$ cat config.mk
export PLATFORM = sky130hd
export DESIGN_NAME = mux4_arbiter
export DESIGN_NICKNAME = d
export VERILOG_FILES = /design/src/rtl/mux4_arbiter.sv
export SDC_FILE = /design/constraint.sdc
export NUM_CORES = 1
export LEC_CHECK = 0
export ABC_AREA = 1
export CORE_MARGIN = 1.5
export CORE_UTILIZATION = 45
export CTS_CLUSTER_SIZE = 12
export DETAILED_ROUTE_END_ITERATION = 12
export DONT_BUFFER_PORTS = 1
export SYNTH_ARGS = -nofsm -noshare
export SYNTH_HDL_FRONTEND = slang
export SYNTH_SLANG_ARGS = --single-unit
$ cat constraint.sdc
create_clock -name clk -period 2 [get_ports clk]
set_input_delay 0.2 -clock clk [delete_from_list [all_inputs] [get_ports clk]]
set_output_delay 0.2 -clock clk [all_outputs]
set_load 0.05 [all_outputs]
$ cat src/rtl/mux4_arbiter.sv
// rtl/mux4_arbiter.sv - round-robin arbiter driving a mux4 select, with hold-time preemption
// Two-state FSM; all outputs registered, grant latency one cycle from the sampled request.
module mux4_arbiter #(
  parameter int HOLD_MAX = 8
) (
  input  logic       clk,
  input  logic       reset,
  input  logic [3:0] req,
  output logic [3:0] grant,
  output logic [1:0] sel,
  output logic       busy,
  output logic [7:0] hold_cnt
);

  typedef enum logic {
    IDLE,
    GRANT
  } state_t;

  localparam logic [7:0] HOLD_LAST = 8'(HOLD_MAX - 1);

  if (HOLD_MAX < 2 || HOLD_MAX > 255) begin : g_bad_hold_max
    $error("mux4_arbiter: HOLD_MAX out of range 2..255");
  end

  state_t     state;
  logic [1:0] ptr;
  logic [3:0] cand;
  logic [2:0] win;
  logic       win_found;
  logic [1:0] win_idx;
  logic       owner_req;
  logic       at_limit;
  logic       do_grant;

  // First candidate at or after p, wrapping mod 4; {found, index}.
  function automatic logic [2:0] pick(input logic [3:0] c, input logic [1:0] p);
    logic [2:0] r;
    logic [1:0] k;
    r = 3'b000;
    for (int i = 3; i >= 0; i--) begin
      k = p + i[1:0];
      if (c[k]) r = {1'b1, k};
    end
    return r;
  endfunction

  // The current owner never competes against itself when rotating.
  always_comb begin
    cand = req;
    if (state == GRANT) cand[sel] = 1'b0;
  end

  assign win       = pick(cand, ptr);
  assign win_found = win[2];
  assign win_idx   = win[1:0];
  assign owner_req = req[sel];
  assign at_limit  = (hold_cnt >= HOLD_LAST);
  assign do_grant  = win_found && ((state == IDLE) || !owner_req || at_limit);

  always_ff @(posedge clk) begin
    if (reset) begin
      state    <= IDLE;
      grant    <= 4'b0000;
      sel      <= 2'd0;
      busy     <= 1'b0;
      hold_cnt <= 8'd0;
      ptr      <= 2'd0;
    end else if (do_grant) begin
      state    <= GRANT;
      grant    <= 4'b0001 << win_idx;
      sel      <= win_idx;
      busy     <= 1'b1;
      hold_cnt <= 8'd0;
      ptr      <= win_idx + 2'd1;
    end else if (state == GRANT) begin
      if (owner_req) begin
        // Lone holder at the limit simply restarts its count.
        hold_cnt <= at_limit ? 8'd0 : hold_cnt + 8'd1;
      end else begin
        state    <= IDLE;
        grant    <= 4'b0000;
        busy     <= 1'b0;
        hold_cnt <= 8'd0;
      end
    end
  end

  a_grant_onehot : assert property (@(posedge clk) $onehot0(grant));
  a_busy_match   : assert property (@(posedge clk) busy == (grant != 4'b0000));
  a_sel_match    : assert property (@(posedge clk) !busy || grant[sel]);

endmodule
==> results by group, run 1 <==
Status
  – Status: finished, final reports clean

Global route
  – Grt ovf: 0
  – Initial antenna violation count: 0
  – First-pass GRT wire length: 3440 um
  – Largest net degree at the start of global routing: 10
  – Vias in the first global route: between 800 and 900
  – All-layer global routing usage: between 10% and 20%

Floorplan
  – Initial Utilization: 49.2%
  – Die height: ~50 um
  – Rows: 16
  – Io pins: 21
  – Chip width: 50.0 um
  – Die area: 2500 um2
  – Core area: a little over 2000 um2

Cells and area
  – # nets final: approximately 170
  – Share of cells above drive strength 1: 24.2%
  – Syn-to-layout area delta: 13.8%
  – Diode count: 0
  – Final non-filler cell total: 184

Worst setup path
  – CP peak stage delay: 0.52 ns
  – Depth of the worst register-to-register path: 10
  – Worst R2R Start: ptr[0]
  – Worst r2r dst: grant[0]
  – Critical path required time: about 2.2 ns
  – Critical path startpoint category: register
  – WS Path Type: reg -> reg
  – CP dominant cell by count: nand2_2
  – Reg2reg setup slack: 0.30 ns
  – Worst path arrival time: 1.92 ns
  – Crit end category: register
  – Crit-path cells: inv_1 -> nand3_1 -> nand2_2 -> nor2_4 -> nand2_2 -> nand2_4 -> inv_4 -> a21oi_4 -> nand2_1 -> a21oi_1
  – Max Fanout on Critical Path: 9
  – CP max stage cell: dfxtp_1

Timing
  – Count of final hold-check violations: 0
  – Clock period minus worst slack: 1.70 ns
  – RSZ-0062 raised after global routing: no
  – Clock Skew: 0.00123 ns
  – Transition time of the tightest slew-check pin: 0.516 ns
  – Peak Freq: 0.589 GHz
  – Fin crit share: 84.8%
  – Slew HR: 65.5%
  – # setup viols final: 0
  – Setup TNS: 0 ns
  – Crit path setup slack, layout: 0.303 ns
  – Slew Viols, Final: 0

Power and ir drop
  – Leakage: 0.519 nW
  – PD cells: roughly 1500 nW/um2
  – Worst VDD drop: 0.876 mV

Synth
  – Cells after synthesis: roughly 140
  – Fraction of registers with async set/reset: 0%
  – Seq cells post-synth: 18
  – Post-Syn Area: 995 um2
  – Post-synth EDFFs: 0
  – Most frequent cell after synthesis: nand2_1
  – Synth top cells by count: nand2_1 (34), nand3_1 (20), dfxtp_1 (18), inv_1 (16), nor2_1 (10)
  – Main synth FF type: dfxtp_1
  – Synth Area in Simple Gates: 42.5%
  – Avg Inst Size Synth: 6.91 um2
  – Synth cell types: 25
  – Largest family of logic cells by synthesized area: simple AND/OR/NAND/NOR gates
  – Yosys top cell area share: between 30% and 40%
  – YS warnings: 0
  – Post-synthesis compound-gate area fraction: under 10%
  – Synthesized net count: between 150 and 200
  – Mux contribution to synthesized area: 0%
  – Post-synthesis sequential area ratio: 36.2%
  – Xor and xnor area share after synthesis: 0.881%
  – Most area-hungry cell type in the Yosys netlist: dfxtp_1
  – Adder-cell area share of the yosys netlist: 1.26%
  – Top post-synthesis cells by area: dfxtp_1 (36%), nand2_1 (13%), nand3_1 (10%), inv_1 (6.0%), nand2_2 (5.0%)

Detailed routing
  – Final wirelength: roughly 1900 um
  – ANT nets after route: 0
  – Vias per cell: 4.92
  – Detailed Route Iter0 Violations: 19
  – DR vias: 906
  – DR DRC count: 0
  – TritonRoute pass-1 iters: 4
  – Routed WL per cell: 10.4 um

Placed design
  – Dpl cells: 180
  – Hpwl dp: 1550 um
  – Final Wtd Congestion: 0.785
  – Worst slack at placement: 0.308 ns
  – # port buffers: 0

Clock network
  – Max Root-Sink Buffers: 2
  – Clock transition at path regs: 0.09 ns
  – Root buffer cell: clkbuf_4
  – Post-cts sizing count: 0
  – Skew-Pair Late Insertion Delay: 0.28 ns
  – # H-tree levels: 1
  – CTS Buf Count: 3
  – # clock sinks: 18
  – CTS tree: done

Worst hold path
  – Hold WC Path Type: in -> reg
  – Hold path depth: 3
  – Hold path start: reset
  – Hold EP: state

Job
  – Max-cap violation count: 0
[critical path: cells and delay by family (launching register included)]
family,cells,cell delay (ns)
flip-flops,1,0.52
buffers and inverters,2,0.20
AO/OA/AOI/OAI,2,0.31
AND/OR/NAND/NOR,6,0.60
[report_power, final]
group / switching, mW / leakage (nW) / internal (mW)
combinational: 0.610 / 0.358 / 0.307
clock: 0.0999 / 0.0138 / 0.0700
sequential: 0.223 / 0.147 / 0.439
total: 0.934 / 0.519 / 0.816
[per-stage QoR]
step / instance area [um2] / util, % / hold slack [ns] / total power, mW
2_1_floorplan: 995 / - / 0.479 / 1.43
3_3_place_gp: 1100 / 54.4 / 0.271 / 1.59
3_5_place_dp: 1100 / 54.4 / 0.273 / 1.59
4_1_cts: 1130 / 56.0 / 0.0991 / 1.78
5_1_grt: 1130 / 56.0 / 0.132 / 1.92
6_report: 1130 / 56.0 / 0.113 / 1.75
[worst max path at each step]
stage            from       end  slack, ns  depth (start not counted)
2_1_floorplan  sel[0]    sel[0]       0.19                         13
3_3_place_gp   sel[0]  grant[2]       0.34                         10
3_5_place_dp   ptr[0]  grant[1]       0.31                         10
4_1_cts        ptr[0]  grant[1]       0.28                         10
5_1_grt        sel[0]    ptr[1]       0.08                         12
6_report       ptr[0]  grant[0]       0.30                         10
[final cells by class]
class | count | area [um2]
clock buffer | 3 | 22.5
fill | 209 | 890
inverter | 21 | 81.3
multi-input combinational | 102 | 534
sequential | 18 | 360
tap | 27 | 33.8
timing repair buffer | 13 | 100
[timing repair]
action / in CTS / in global routing
setup buffers: 0 / 0
hold buffers: 1 / 0
hold endpoints to repair: 7 / 0
[cells by family after synthesis]
| group | Yosys count |
|---|---|
| and+or+nand+nor | 86 |
| xor gates and xnor gates | 1 |
| buffers and inverters | 24 |
| AOI/OAI and AO/OA | 14 |
| DFF | 18 |
| adders and majority gates | 1 |
[flip-flops by register name (all words and copies together), names as in the netlist]
name and flops:
busy 1, grant 4, hold_cnt 8, ptr 2, sel 2, state 1
[cell usage in the layout (no fill, tap or decap), types with 4 or more instances in the layout]
master | synthesis | routed
nand2_1 | 34 | 34
dfxtp_1 | 18 | 18
nand3_2 | 4 | 4
inv_1 | 16 | 16
nor2_1 | 10 | 10
nand2_2 | 8 | 8
nor3_1 | 4 | 4
inv_2 | 4 | 4
buf_4 | 2 | 12
a21oi_1 | 7 | 7
nand3_1 | 20 | 20
[routing by layer]
layer	part of all wire (%)	track usage [%]	wire, um
met1	46	21.2	892
met4	0	2.78	0
met3	6.2	6.36	119
met2	47	30.3	906
met5	0	0	0
Note: power is estimated with default switching activity, not from simulation.
==> inputs of run 2 (changes only) <==
ABC_AREA = 0   (was 1)
clock period = 1.7 ns   (was 2 ns; I/O delays follow)
==> run 2 against run 1 <==
The flow now finishes with violations (hold timing, setup timing). Critical path depth down 4. Via count rose by 5.8%. First-iteration DRC count rose by 95%. Die area rose by 1.6%. Non-clock buffer count is 23 higher. Hold slack lost 0.20 ns. Largest cell class unchanged.
==> results by group, run 2 <==
Status
  – Status: complete, but fails checks
  – Failing checks: hold timing, setup timing

Cells and area
  – Top reg by flops: hold_cnt
  – Diode count: 0
  – Share of cells above drive strength 1: 49.0%
  – Commonest non-fill, non-tap cell in the layout: buf_4
  – Fin util: 69.2%
  – Biggest regs: hold_cnt (8), grant (4)
  – # fillers: 172
  – Register area: 378 um2
  – # nets final: about 150
  – Largest register FFs: 8
  – Most frequent cells in the layout: buf_4 (35), dfxtp_1 (12), a21oi_1 (11), nand2_1 (9), nand3_1 (8)
  – Syn-to-layout area delta: 39.6%
  – Multi-input logic area: 683 um2

Worst setup path
  – Critical path required time: 1.91 ns
  – Crit end category: register
  – WS Path Type: reg -> reg
  – Max Fanout on Critical Path: 5
  – Worst path arrival time: 2.09 ns
  – Critical path startpoint category: register

Detailed routing
  – TritonRoute pass-1 iters: 4
  – Routed WL per cell: approximately 15 um
  – DR DRC count: 0
  – ANT nets after route: 0
  – DR vias: 959
  – Final wirelength: 2580 um
  – Vias per cell: 5.58
  – Detailed Route Iter0 Violations: 37

Synth
  – Top post-synthesis cells by area: dfxtp_1 (36%), a21oi_1 (6.4%), mux2i_1 (4.9%), nand3_1 (4.0%), nand2_1 (3.3%)
  – Post-synthesis compound-gate area fraction: about 22%
  – Xor and xnor area share after synthesis: 2.72%
  – Mux contribution to synthesized area: 8.53%
  – Cells after synthesis: 110
  – Most frequent cell after synthesis: dfxtp_1
  – Post-Syn Area: a little over 1000 um2
  – Avg Inst Size Synth: 9.20 um2
  – Yosys top cell area share: 35.6%
  – Fraction of registers with async set/reset: 0%
  – YS warnings: 0
  – Post-synth EDFFs: 0
  – Adder-cell area share of the yosys netlist: under 10%
  – Synth cell types: 43
  – Synth top cells by count: dfxtp_1 (18), a21oi_1 (13), nand2_1 (9), nand3_1 (8), nor2_1 (7)
  – Largest family of logic cells by synthesized area: simple AND/OR/NAND/NOR gates
  – Synthesized net count: 117
  – Synth Area in Simple Gates: 25.6%
  – Seq cells post-synth: 18
  – Post-synthesis sequential area ratio: 35.6%
  – Main synth FF type: dfxtp_1
  – Most area-hungry cell type in the Yosys netlist: dfxtp_1

Timing
  – Clock period minus worst slack: 1.88 ns
  – Slew Viols, Final: 0
  – Transition time of the tightest slew-check pin: approximately 0.51 ns
  – Clock Skew: 0.00680 ns
  – WHS: -0.0853 ns
  – RSZ-0062 raised after global routing: yes
  – Slew HR: 65.7%
  – Setup TNS: -0.778 ns
  – Crit path setup slack, layout: -0.180 ns
  – Count of final hold-check violations: 14
  – Peak Freq: 0.532 GHz
  – # setup viols final: 7
  – Fin crit share: 111%

Floorplan
  – Die height: 50.4 um
  – Initial Utilization: 49.6%
  – Io pins: 21
  – Chip width: 50.4 um
  – Die area: 2540 um2
  – Rows: 16
  – Core area: 2040 um2

Power and ir drop
  – PD cells: 1610 nW/um2
  – Logic pwr share: 54.4%
  – Sw power: 991 uW
  – Worst VDD drop: 1.22 mV
  – Leakage: 0.582 nW
  – Sw Share: ~44%
  – Cell Int Power: between 1 and 1.5 mW
  – Clock group share of total power: 11.6%
  – Sequential share of power: approximately a third
  – Overall power: 2.27 mW

Global route
  – All-layer global routing usage: between 20% and 30%
  – First-pass GRT wire length: 4170 um
  – Initial antenna violation count: 0
  – Largest net degree at the start of global routing: 18
  – Vias in the first global route: 940
  – Grt ovf: 0

Placed design
  – Worst slack at placement: -0.351 ns
  – Hpwl dp: 1850 um
  – Final Wtd Congestion: roughly 0.77
  – # port buffers: 0

Worst hold path
  – Hold WC Path Type: in -> reg

Clock network
  – CTS Buf Count: 3
  – Clock transition at path regs: 0.10 ns
  – CTS tree: done
  – # clock sinks: 18
  – Skew-Pair Late Insertion Delay: 0.30 ns
  – Root buffer cell: clkbuf_4
  – Max Root-Sink Buffers: 2
  – # H-tree levels: 1

Job
  – Max-cap violation count: 0
-- run 2: changes by cell type after synthesis, sizes merged, moves of 3 or more --
cell / before / now
nor2: 14 / 8
and2: 0 / 4
nor4: 0 / 4
nand2: 43 / 10
nor3: 4 / 1
nand3: 24 / 8
a21oi: 8 / 14
inv: 21 / 2
mux2i: 0 / 6
-- run 2: worst max-delay path: stages, from the launching register on --
cell      delay, ns
dfxtp_4        0.39
xnor2_4        0.17
a21oi_4        0.27
mux2i_2        0.33
nor4_4         0.07
or4_1          0.47
o311ai_1       0.09
-- run 2: worst paths after layout --
path	depth (start not counted)	slack, ns	from	end
worst max register to register	6	-0.18	ptr[0]	ptr[1]
worst min-delay path	1	-0.09	reset	hold_cnt[3]
worst min register to register	3	0.62	hold_cnt[1]	hold_cnt[1]
worst max-delay path	6	-0.18	ptr[0]	ptr[1]
-- run 2: power by group through the flow --
stage                     Clock [mW]  Sequential (mW)  Combinational (mW)
after floorplan                    0            0.795               0.747
after global placement             0            0.775                1.06
after detailed placement           0            0.780                1.09
after CTS                      0.272            0.769                1.20
after global routing           0.291            0.787                1.31
final                          0.264            0.771                1.24
-- run 2: layer usage --
| layer | GRT usage [%] | wire length [um] |
|---|---|---|
| met1 | 28.8 | 1210 |
| met2 | 34.6 | 1230 |
| met3 | 4.46 | 108 |
| met4 | 8.56 | 42 |
| met5 | 0 | 0 |
-- run 2: layout make-up --
type | count | area share [%]
inverters | 2 | 0.531
multi-input cells | 85 | 48.4
well taps | 27 | 2.39
repair buffers | 36 | 19.4
flip-flops and latches | 18 | 26.7
clock buffers | 4 | 2.57
-- run 2: logic make-up after synthesis --
kind of cell / count (synthesis)
mux: 8
simple gates: 45
fa+ha+maj: 1
xor+xnor: 1
flops: 18
compound gates: 30
buf+inv: 7
-- run 2: metrics by stage --
stage                     std cells  cell area [um2]
final                           172             1410
after global routing            172             1410
after CTS                       172             1380
after detailed placement        165             1280
after global placement          165             1280
after floorplan                 110             1040
-- run 2: what timing repair did --
item | CTS | global route
buffers inserted | 3 | 0
pin swaps | 3 | 3
setup endpoints to repair | 14 | 16
resized for setup | 9 | 10
hold endpoints to repair | 14 | 14
==> inputs of run 3 (changes only) <==
CORE_UTILIZATION = 60   (was 45)
PLACE_DENSITY = 0.76   (was unset)
==> run 3 against run 2 <==
The run ends with setup timing left. Total power grew 3.8%. Count of clock-buffer cells in the layout shrank 1. Clock power shrank 23%. Clock skew is 0.0041 ns lower. First-iteration DRC count decreased by 16%. Wire length increased by 26%. Register-to-register slack worse by 0.02 ns. Die area shrank 24%. Setup slack worse by 0.020 ns. Final cell count is 7.6% lower. Critical path type unchanged. Largest power group unchanged.
==> results by group, run 3 (same netlist as run 2, synthesis figures left out) <==
Status
  – Status: complete, but fails checks
  – Failing checks: setup timing

Detailed routing
  – Final wirelength: 3260 um
  – Vias per cell: ~6.4
  – Routed WL per cell: ~21 um
  – TritonRoute pass-1 iters: 4
  – DR vias: approximately 1000
  – ANT nets after route: 0
  – Detailed Route Iter0 Violations: 31
  – DR DRC count: 0

Worst setup path
  – Crit-path leading delay family: simple AND/OR/NAND/NOR gates
  – Crit-path cells: xnor2_4 -> a21oi_4 -> mux2i_2 -> nor4_4 -> or4_1 -> o311ai_1
  – Critical path required time: 1.90 ns
  – Worst path arrival time: 2.10 ns
  – CP peak stage delay: about 0.47 ns
  – CP max stage cell: or4_1
  – WS Path Type: reg -> reg
  – Crit end category: register
  – CP bufs+invs: 0
  – Critical path startpoint category: register
  – Max Fanout on Critical Path: 6

Timing
  – Count of final hold-check violations: 0
  – Slew HR: 64.6%
  – Crit path setup slack, layout: -0.201 ns
  – Slew Viols, Final: 0
  – Clock Skew: 0.00269 ns
  – Setup TNS: -1.26 ns
  – WHS: just over 0.006 ns
  – Clock period minus worst slack: approximately 1.9 ns
  – # setup viols final: 12
  – RSZ-0062 raised after global routing: yes
  – Transition time of the tightest slew-check pin: roughly 0.53 ns
  – Fin crit share: 112%
  – Peak Freq: between 0.5 and 0.6 GHz

Power and ir drop
  – Overall power: 2.36 mW
  – Worst VDD drop: approximately 1.3 mV
  – Leakage: between 0.5 and 0.6 nW
  – Clock group share of total power: 8.6%
  – PD cells: ~1600 nW/um2
  – Sequential share of power: between 30% and 40%
  – Cell Int Power: about 1.3 mW
  – Sw Share: 45.2%
  – Sw power: around 1.1 mW
  – Logic pwr share: about 61%

Global route
  – First-pass GRT wire length: 3880 um
  – M2 GR Usage: between 40% and 50%
  – Grt ovf: 0
  – Vias in the first global route: 918
  – Initial antenna violation count: 0
  – Met1 global-route usage: 33.1%
  – Most Crowded Layer GR: met2
  – Met3 usage: 4.90%
  – Largest net degree at the start of global routing: 18
  – All-layer global routing usage: between 20% and 30%

Cells and area
  – # nets final: 152
  – Syn-to-layout area delta: 42.9%
  – Commonest non-fill, non-tap cell in the layout: buf_4
  – # fillers: 54
  – Multi-input logic area: 738 um2
  – Share of cells above drive strength 1: between 40% and 50%
  – Most frequent cells in the layout: buf_4 (29), dfxtp_1 (13), a21oi_1 (10), nand2_1 (8), nand3_1 (8)
  – Fin util: 93.8%
  – Largest register FFs: 8
  – Top reg by flops: hold_cnt
  – Register area: between 300 and 400 um2
  – Diode count: 0
  – Biggest regs: hold_cnt (8), grant (4)
  – Finished Cell Area: 1450 um2

Floorplan
  – Chip width: between 40 and 50 um
  – Die height: 44.1 um
  – Io pins: 21
  – Die area: slightly below 2000 um2
  – Initial Utilization: between 60% and 70%
  – Core area: ~1500 um2
  – Rows: 14

Clock network
  – Clock transition at path regs: 0.09 ns
  – # H-tree levels: 1
  – Skew-Pair Late Insertion Delay: 0.29 ns
  – CTS Buf Count: 3
  – CTS tree: done
  – # clock sinks: 18
  – Root buffer cell: clkbuf_4
  – Max Root-Sink Buffers: 2

Job
  – Max-cap violation count: 0

Worst hold path
  – Hold WC Path Type: in -> reg

Placed design
  – DP Area: 1210 um2
  – Hpwl dp: 1730 um
  – Final Wtd Congestion: 0.855
  – # port buffers: 0
==> run 3: through the flow <==
| stage | worst slack (ns) | instances |
|---|---|---|
| floorplan | -0.238 | 110 |
| global placement | -0.283 | 147 |
| detailed placement | -0.365 | 147 |
| CTS | -0.165 | 152 |
| global route | -0.277 | 159 |
| finish | -0.201 | 159 |
==> run 3: final cells by class <==
class	count	area share [%]
timing repair buffer	35	19.6
multi-input combinational	85	51.0
inverter	2	0.519
clock buffer	3	1.56
sequential	18	25.9
tap	16	1.38
==> run 3: metal layers <==
layer  part of all wire [%]  wire (um)  up-vias
li1                       -          -      473
met1                     39       1290      484
met2                     52       1680       51
met3                    5.0        163       16
met4                    4.0        131        0
met5                      0          0        -
==> run 3: power groups by stage <==
stage	combinational (mW)	sequential, mW	clock (mW)
after floorplan	0.747	0.795	0
after global placement	1.06	0.716	0
after detailed placement	1.08	0.719	0
after CTS	1.17	0.707	0.205
after global routing	1.50	0.732	0.226
final	1.43	0.723	0.204
==> run 3: path summary, 6_finish.rpt <==
kind / startpoint / endpoint / slack [ns] / cells after the start
hold / removal: reset / ptr[1] / 0.006 / 1
setup reg to reg: ptr[0] / ptr[1] / -0.20 / 6
hold reg to reg: grant[3] / grant[3] / 0.49 / 2
setup / recovery: ptr[0] / ptr[1] / -0.20 / 6
==> run 3: timing repair <==
| action | in CTS | in global routing |
|---|---|---|
| hold endpoints to repair | 13 | 13 |
| setup endpoints to repair | 15 | 16 |
| gates resized for setup | 11 | 22 |
| pin swaps | 5 | 8 |
| buffers inserted | 2 | 6 |
